[config.mk]
export PLATFORM = sky130hd
export DESIGN_NAME = mdu_ctrl
export DESIGN_NICKNAME = d
export VERILOG_FILES = /design/src/rtl/mdu_ctrl.sv
export SDC_FILE = /design/constraint.sdc
export NUM_CORES = 2
export LEC_CHECK = 0
export ABC_AREA = 1
export ABC_CLOCK_PERIOD_IN_PS = 8300
export BUFFER_PORTS_ARGS = -buffer_cell sky130_fd_sc_hd__clkbuf_2
export CAP_MARGIN = 15
export CORE_MARGIN = 3
export CORE_UTILIZATION = 58
export CTS_CLUSTER_SIZE = 30
export DETAILED_ROUTE_END_ITERATION = 16
export GPL_ROUTABILITY_DRIVEN = 0
export PLACE_DENSITY = 0.78
export RECOVER_POWER = 50
export SLEW_MARGIN = 40
export SYNTH_ARGS = -nofsm -noshare
export SYNTH_HDL_FRONTEND = slang
export SYNTH_SLANG_ARGS = --single-unit
[constraint.sdc]
create_clock -name clk -period 8.3 [get_ports clk]
set_clock_uncertainty 0.15 [all_clocks]
set_input_delay 0.415 -clock clk [delete_from_list [all_inputs] [get_ports clk]]
set_output_delay 0.415 -clock clk [all_outputs]
set_load 0.005 [all_outputs]
[src/rtl/mdu_ctrl.sv]
// Multiply/divide unit controller: single-cycle 32x32 multiply, 32-step
// restoring divide, with pipeline stall, flush (cancel) and result hold.
module mdu_ctrl #(
  parameter int DATA_W = 32
) (
  input  logic              clk,
  input  logic              rst,
  input  logic              start,
  input  logic [1:0]        op,
  input  logic [DATA_W-1:0] src_a,
  input  logic [DATA_W-1:0] src_b,
  input  logic              cancel,
  output logic              stallreq,
  output logic              busy,
  output logic              done,
  output logic [DATA_W-1:0] hi_out,
  output logic [DATA_W-1:0] lo_out
);

  typedef enum logic [1:0] {IDLE, MUL, DIV, DONE} state_t;

  localparam logic [DATA_W-1:0] ONE  = {{(DATA_W-1){1'b0}}, 1'b1};
  localparam logic [5:0]        LAST = 6'(DATA_W - 1);

  // Two's-complement negation when n is set; magnitude of 0x8000_0000 stays
  // 0x8000_0000, which is the correct unsigned magnitude.
  function automatic logic [DATA_W-1:0] neg_if(input logic [DATA_W-1:0] v,
                                               input logic              n);
    return n ? (~v + ONE) : v;
  endfunction

  state_t state_q, state_d;
  logic [5:0] cnt_q;

  // Operands latched at accept; later changes on src_a/src_b/op are ignored.
  logic [DATA_W-1:0] a_q, b_q;
  logic              sgn_q;       // signed operation (MULT/DIV)
  logic              qneg_q;      // negate quotient
  logic              rneg_q;      // negate remainder
  logic              dvs_zero_q;  // divisor was zero

  // Restoring divider: quo_q starts as dividend magnitude and shifts out its
  // MSB each step while quotient bits shift in at the LSB.
  logic [DATA_W-1:0] rem_q, quo_q, dvs_q;

  logic              accept, div_step, load_res;
  logic [DATA_W-1:0] res_hi, res_lo;

  logic signed [DATA_W:0]     mul_a, mul_b;
  logic signed [2*DATA_W-1:0] prod;
  logic [DATA_W:0]            partial, diff;
  logic                       fits;
  logic [DATA_W-1:0]          rem_n, quo_n;

  // Datapath arithmetic: 64-bit product and one restoring-division step.
  always_comb begin
    mul_a   = {sgn_q & a_q[DATA_W-1], a_q};
    mul_b   = {sgn_q & b_q[DATA_W-1], b_q};
    prod    = mul_a * mul_b;
    partial = {rem_q, quo_q[DATA_W-1]};
    diff    = partial - {1'b0, dvs_q};
    fits    = ~diff[DATA_W];
    rem_n   = fits ? diff[DATA_W-1:0] : partial[DATA_W-1:0];
    quo_n   = {quo_q[DATA_W-2:0], fits};
  end

  // Next-state, handshake outputs and result selection.
  always_comb begin
    state_d  = state_q;
    stallreq = 1'b0;
    busy     = (state_q != IDLE);
    done     = (state_q == DONE);
    accept   = 1'b0;
    div_step = 1'b0;
    load_res = 1'b0;
    res_hi   = hi_out;
    res_lo   = lo_out;
    case (state_q)
      IDLE: begin
        if (start && !cancel) begin
          accept   = 1'b1;
          stallreq = 1'b1;
          state_d  = op[1] ? DIV : MUL;
        end
      end
      MUL: begin
        if (cancel) begin
          state_d = IDLE;
        end else begin
          stallreq = 1'b1;
          load_res = 1'b1;
          res_hi   = prod[2*DATA_W-1:DATA_W];
          res_lo   = prod[DATA_W-1:0];
          state_d  = DONE;
        end
      end
      DIV: begin
        if (cancel) begin
          state_d = IDLE;
        end else begin
          stallreq = 1'b1;
          if (dvs_zero_q) begin
            load_res = 1'b1;
            res_hi   = a_q;
            res_lo   = '1;
            state_d  = DONE;
          end else begin
            div_step = 1'b1;
            if (cnt_q == LAST) begin
              load_res = 1'b1;
              res_hi   = neg_if(rem_n, rneg_q);
              res_lo   = neg_if(quo_n, qneg_q);
              state_d  = DONE;
            end
          end
        end
      end
      DONE: begin
        state_d = IDLE;
      end
      default: begin
        state_d = IDLE;
      end
    endcase
    // Reset overrides start, cancel and any operation in flight.
    if (rst) begin
      state_d  = IDLE;
      stallreq = 1'b0;
      accept   = 1'b0;
      div_step = 1'b0;
      load_res = 1'b0;
    end
  end

  // Control state: FSM, iteration counter and the visible result registers.
  always_ff @(posedge clk) begin
    if (rst) begin
      state_q <= IDLE;
      cnt_q   <= '0;
      hi_out  <= '0;
      lo_out  <= '0;
    end else begin
      state_q <= state_d;
      if (accept) begin
        cnt_q <= '0;
      end else if (div_step) begin
        cnt_q <= cnt_q + 6'd1;
      end
      if (load_res) begin
        hi_out <= res_hi;
        lo_out <= res_lo;
      end
    end
  end

  // Operand capture at accept and divider shift registers.
  always_ff @(posedge clk) begin
    if (accept) begin
      a_q        <= src_a;
      b_q        <= src_b;
      sgn_q      <= ~op[0];
      qneg_q     <= ~op[0] & (src_a[DATA_W-1] ^ src_b[DATA_W-1]);
      rneg_q     <= ~op[0] & src_a[DATA_W-1];
      dvs_zero_q <= (src_b == '0);
      rem_q      <= '0;
      quo_q      <= neg_if(src_a, ~op[0] & src_a[DATA_W-1]);
      dvs_q      <= neg_if(src_b, ~op[0] & src_b[DATA_W-1]);
    end else if (div_step) begin
      rem_q <= rem_n;
      quo_q <= quo_n;
    end
  end

endmodule

After elaboration in Yosys (flattened, before gate mapping). Index checks and enable logic that the tools add are counted.

Register bits: 236. Input bits: 70. Output and inout bits: 67.

Add/sub/neg operators: 6. $mul: 1. Equality and inequality tests: 9. Mux-type cells: 39. Bitwise operators: 12. Reductions and logical operators: 11.

Operators by type and width (count): $mux 32 (15); $add 32x1->32 const B (4); $not 32->32 (4); $pmux 32 s2 (2); $mul 33x33->64 (1); $sub 33x32->33 (1); $logic_not 32->1 (1); $mux 1 (13); $mux 2 (6); $pmux 2 s4 (1); $add 6x1->6 const B (1); $eq 6x5->1 const B (1); $ne 2x2->1 const B (3); $reduce_bool 2->1 (3); $and 1x1->1 (5); $reduce_and 5->1 (1); $eq 2x2->1 const B (2); $ne 4x4->1 const B (1); $pmux 1 s2 (2); $reduce_or 2->1 (2); $ne 3x3->1 const B (1); $eq 2x1->1 const B (1); $logic_not 2->1 (1); $not 1->1 (2); other kinds (4) (4).

Depth between registers and ports, before layout.
Depth after elaboration: 9. Depth in mapped cells: 36. Depth with buffers taken out: 34.

Worst setup path after synthesis. No wires, ideal clock.

Kind: register to register. From: register state_q[0]. To: register quo_q[0], enable pin. Data arrival time: 7753 ps. Path slack: -12 ps. Stages on the path, launching flop included: 8. Path buffers: 1. Period minus slack after synthesis: 8312 ps. Cells stage by stage: dfxtp_1 > inv_1 > ha_1 > nand2_1 > nor2_1 > clkinv_1 > nand2_1 > buf_1.

Cells in the longest elaborated chain, start to end: 4.

RTL lines: start: declaration (RTL line 32) `state_t state_q, state_d;`; start signal: assignment (RTL line 143) `state_q <= state_d;`; $logic_not 2->1 (RTL line 78) `case (state_q)`; $mux 1 (RTL line 78); $mux 1 (RTL line 126) `if (rst) begin`; named net accept (RTL line 46) `logic accept, div_step, load_res;`; $reduce_bool 2->1 (no source line); end signal: assignment (RTL line 166) `quo_q <= neg_if(src_a, ~op[0] & src_a[DATA_W-1]);`; end signal: assignment (RTL line 170) `quo_q <= quo_n;`; end: declaration (RTL line 44) `logic [DATA_W-1:0] rem_q, quo_q, dvs_q;`.

The timed path passes the listed nets, and every way through them passes these cells. A chain may end at the register's enable or synchronous reset.

Worst setup path after layout.
From: register b_q[9]. To: register lo_out[30].

Cells in the longest elaborated chain, start to end: 3.

RTL lines: start: declaration (RTL line 36) `logic [DATA_W-1:0] a_q, b_q;`; start signal: assignment (RTL line 160) `b_q <= src_b;`; $mul 33x33->64 (RTL line 59) `prod = mul_a * mul_b;`; $mux 32 (RTL line 87) `if (cancel) begin`; $pmux 32 s2 (RTL line 78); end signal: assignment (RTL line 151) `lo_out <= res_lo;`; end: declaration (RTL line 17) `output logic [DATA_W-1:0] lo_out`.

Every way passes these cells. The select of a mux whose other input is x is not followed.

==> impl_metrics.py <==
metrics = {
    "logic_synthesis": {
        "syn_nets": 8550,
        "synth.largest_area_cell": "fa_1",
        "synth_cells": 7100,
        "synthTopCellsByArea": "fa_1 41%, inv_1 13%, nand2_1 12%, edfxtp_1 7.2%, ha_1 5.8%",
        "yosysSeqAreaShare_pct": 11.0,
        "syn_area_um2": 54900,
        "synth-edff-count": 131,
        "syn_area_per_cell_um2": 7.73,
        "synth_seq_cells": 235,
        "synthArstFlopShare_pct": 0,
        "ys_types": 59,
        "yosysWarnings": 0,
        "ys.flop_type": "edfxtp_1",
        "yosysTopAreaCellShare_pct": 41.1,
    },
    "global_routing": {
        "antenna_found_initial": 7,
        "grt_max_degree": 70,
        "grt_pass1_wl_um": 268000,
        "grt_overflow": 0,
        "grt_pass1_vias": 49381,
        "grt.total_usage_pct": 34.8,
    },
    "routing": {
        "wirelength_um": 167000,
        "drt_iter0_drc": 5203,
        "dr.pass1.iters": 7,
        "drtAntennaViolNets": 0,
        "detail_route.drc_violations": 0,
        "viasPerCell": 5.63,
        "wl_per_cell_um": 19.9,
        "vias": 47366,
    },
    "timing": {
        "max_freq_mhz": 124,
        "finalCriticalPeriod_ns": 8.10,
        "slew-limit-headroom_pct": -181,
        "final-setup-viol-count": 0,
        "period_share_pct": 97.5,
        "hold_viol_final": 0,
        "slew_viol_final": 170,
        "tightest_slew_ns": 4.22,
    },
    "place": {
        "io_buffer_count": 136,
        "dp_hpwl_um": 134000,
        "detailed_place.area_um2": 57300,
    },
    "finish": {
        "fillers": 7927,
        "drive_above_1_share_pct": 4.63,
        "area_growth_pct": 7.27,
        "fin_nets": 8585,
        "final_area_um2": 58900,
    },
    "die": {
        "die-area_um2": 98300,
        "rows": 112,
        "initial_core_util_pct": 58.6,
        "die_w_um": 314,
        "dieHeight_um": 314,
        "io_pins": 137,
        "coreArea_um2": 93600,
    },
    "cts": {
        "cts-htree-levels": 1,
        "cts_buffer_depth": 3,
        "ctsRootBufferMaster": "clkbuf_16",
        "insertion_delay_ns": 0.60,
        "cts_tree": "yes",
        "clock-sinks": 235,
        "clkTransAtPathRegs_ns": 0.07,
        "cts_buffers": 27,
    },
    "status": {
        "status": "finished, violations left",
        "violations": "max-capacitance violations, max-slew violations",
    },
    "setup_path": {
        "crit_path_top_delay_cell": "fa_1",
        "cp.arrival_ns": 8.44,
        "crit_type": "flip-flop to flip-flop",
        "crit_top_cell": "inv_1",
        "cp_max_fo": 23,
        "slowest_delay_ns": 0.56,
        "end_kind": "flip-flop",
        "start_kind": "flip-flop",
        "worst_ep_required_time_ns": 8.64,
    },
    "run": {
        "maxCapViolCount": 3,
    },
    "min_path": {
        "hold_class": "input port to flip-flop",
    },
}
## per-stage QoR
stage                     utilization [%]  setup slack (ns)  cells  hold WS (ns)  setup TNS (ns)
after floorplan                         -             0.410   7100         0.308               0
after global placement               61.2             0.158   8288         0.305               0
after detailed placement             61.2            0.0282   8290         0.310               0
after CTS                            62.8            0.0294   8395        0.0107               0
after global routing                 62.9           -0.0606   8412        0.0747         -0.0676
final                                62.9             0.204   8414        0.0317               0
## layout make-up
| cell class | count | area [µm²] | area share, % |
|---|---|---|---|
| Timing Repair inverter | 1 | 7.51 | 0.0128 |
| Timing Repair Buffer | 341 | 2780 | 4.72 |
| Clock inverter | 18 | 185 | 0.315 |
| Multi-Input combinational cell | 4589 | 40300 | 68.5 |
| Antenna cell | 4 | 10.0 | 0.0170 |
| Inverter | 1940 | 7290 | 12.4 |
| Sequential cell | 235 | 6020 | 10.2 |
| Tap cell | 1254 | 1570 | 2.67 |
| Clock buffer | 32 | 694 | 1.18 |
## metal layers
metal  vias to the layer above  global-route usage [%]  share of wire [%]
met2                      3020                    54.9                 45
met5                         -                       0             0.0066
li1                      20644                       -                  -
met4                         2                    17.6                6.6
met1                     23068                    45.7                 36
met3                       632                    7.62                 12
## path summary, 6_finish.rpt
check / start / to / slack, ns / cells past startpoint
worst min-delay path: cancel / cnt_q[4]$_SDFFE_PP0P_ / 0.03 / 3
worst max register to register: b_q[9]$_DFFE_PP_ / lo_out[30]$_SDFFE_PP0P_ / 0.20 / 29
worst max-delay path: b_q[9]$_DFFE_PP_ / lo_out[30]$_SDFFE_PP0P_ / 0.20 / 29
worst min register to register: lo_out[3]$_SDFFE_PP0P_ / lo_out[3]$_SDFFE_PP0P_ / 0.33 / 2
## cell usage after synthesis (all sizes together), types with 35 or more instances
cell / count
dfxtp: 104
a21oi: 212
xor2: 72
nor2: 362
o22ai: 35
xnor2: 48
edfxtp: 131
ha: 254
clkbuf: 303
fa: 1126
nor3: 38
nand2: 1841
a31oi: 50
nand3: 173
o21ai: 217
inv: 1937
## cell families (layout without fill, tap and decap cells)
| kind of cell | after synthesis | in the layout | synth area share (%) |
|---|---|---|---|
| compound gates | 586 | 586 | 5.95 |
| other cells | 0 | 4 | 0 |
| fa+ha+maj | 1380 | 1380 | 46.9 |
| flops | 235 | 235 | 11.0 |
| simple gates | 2503 | 2503 | 18.6 |
| buf+inv | 2276 | 2332 | 15.7 |
| xor+xnor | 120 | 120 | 1.92 |
## worst max-delay path: cells and delay by family (launching register included)
family	cells	cell delay, ns
fa+ha+maj	9	4.49
compound gates	7	1.38
buf+inv	11	1.17
flops	1	0.51
simple gates	2	0.25
## flip-flops by register name, summed over array words and instances, names as in the netlist
signal / cells
hi_out: 32
dvs_zero_q: 1
a_q: 32
quo_q: 32
rneg_q: 1
state_q: 2
sgn_q: 1
b_q: 32
lo_out: 32
dvs_q: 31
qneg_q: 1
rem_q: 32
cnt_q: 6
## layout by cell type, fill, tap and decap left out, types with 11 or more instances in the layout
cell type,Yosys,routed
a31oi_1,50,49
dfxtp_1,104,104
or2_2,22,22
o21ai_0,197,194
xor2_1,72,70
nor2_1,344,341
nand3_1,167,167
clkbuf_2,0,19
clkbuf_16,0,27
nand2_2,35,39
edfxtp_1,131,131
a21oi_1,210,210
buf_4,5,92
nor3_1,37,37
dlygate4sd3_1,0,55
o21ai_1,18,19
inv_1,1930,1927
buf_12,0,44
o22ai_1,35,35
clkbuf_1,303,127
xnor2_1,48,48
fa_1,1126,1125
ha_1,254,251
a21o_1,11,11
nand4_1,29,29
nor2_2,12,14
o211ai_1,18,18
o221ai_1,11,11
nand2_1,1797,1793
## timing repair
item | 4_1_cts | 5_1_grt
hold endpoints to repair | 56 | 0
gates cloned | 0 | 1
pin swaps | 0 | 2
gates resized for setup | 1 | 25
hold buffers | 55 | 0
endpoints found under the setup margin | 1 | 26
setup buffers | 0 | 14
Power is left out: the tool's default activity adds up to more than one toggle a clock period on the data nets, which glitch-free logic cannot reach.
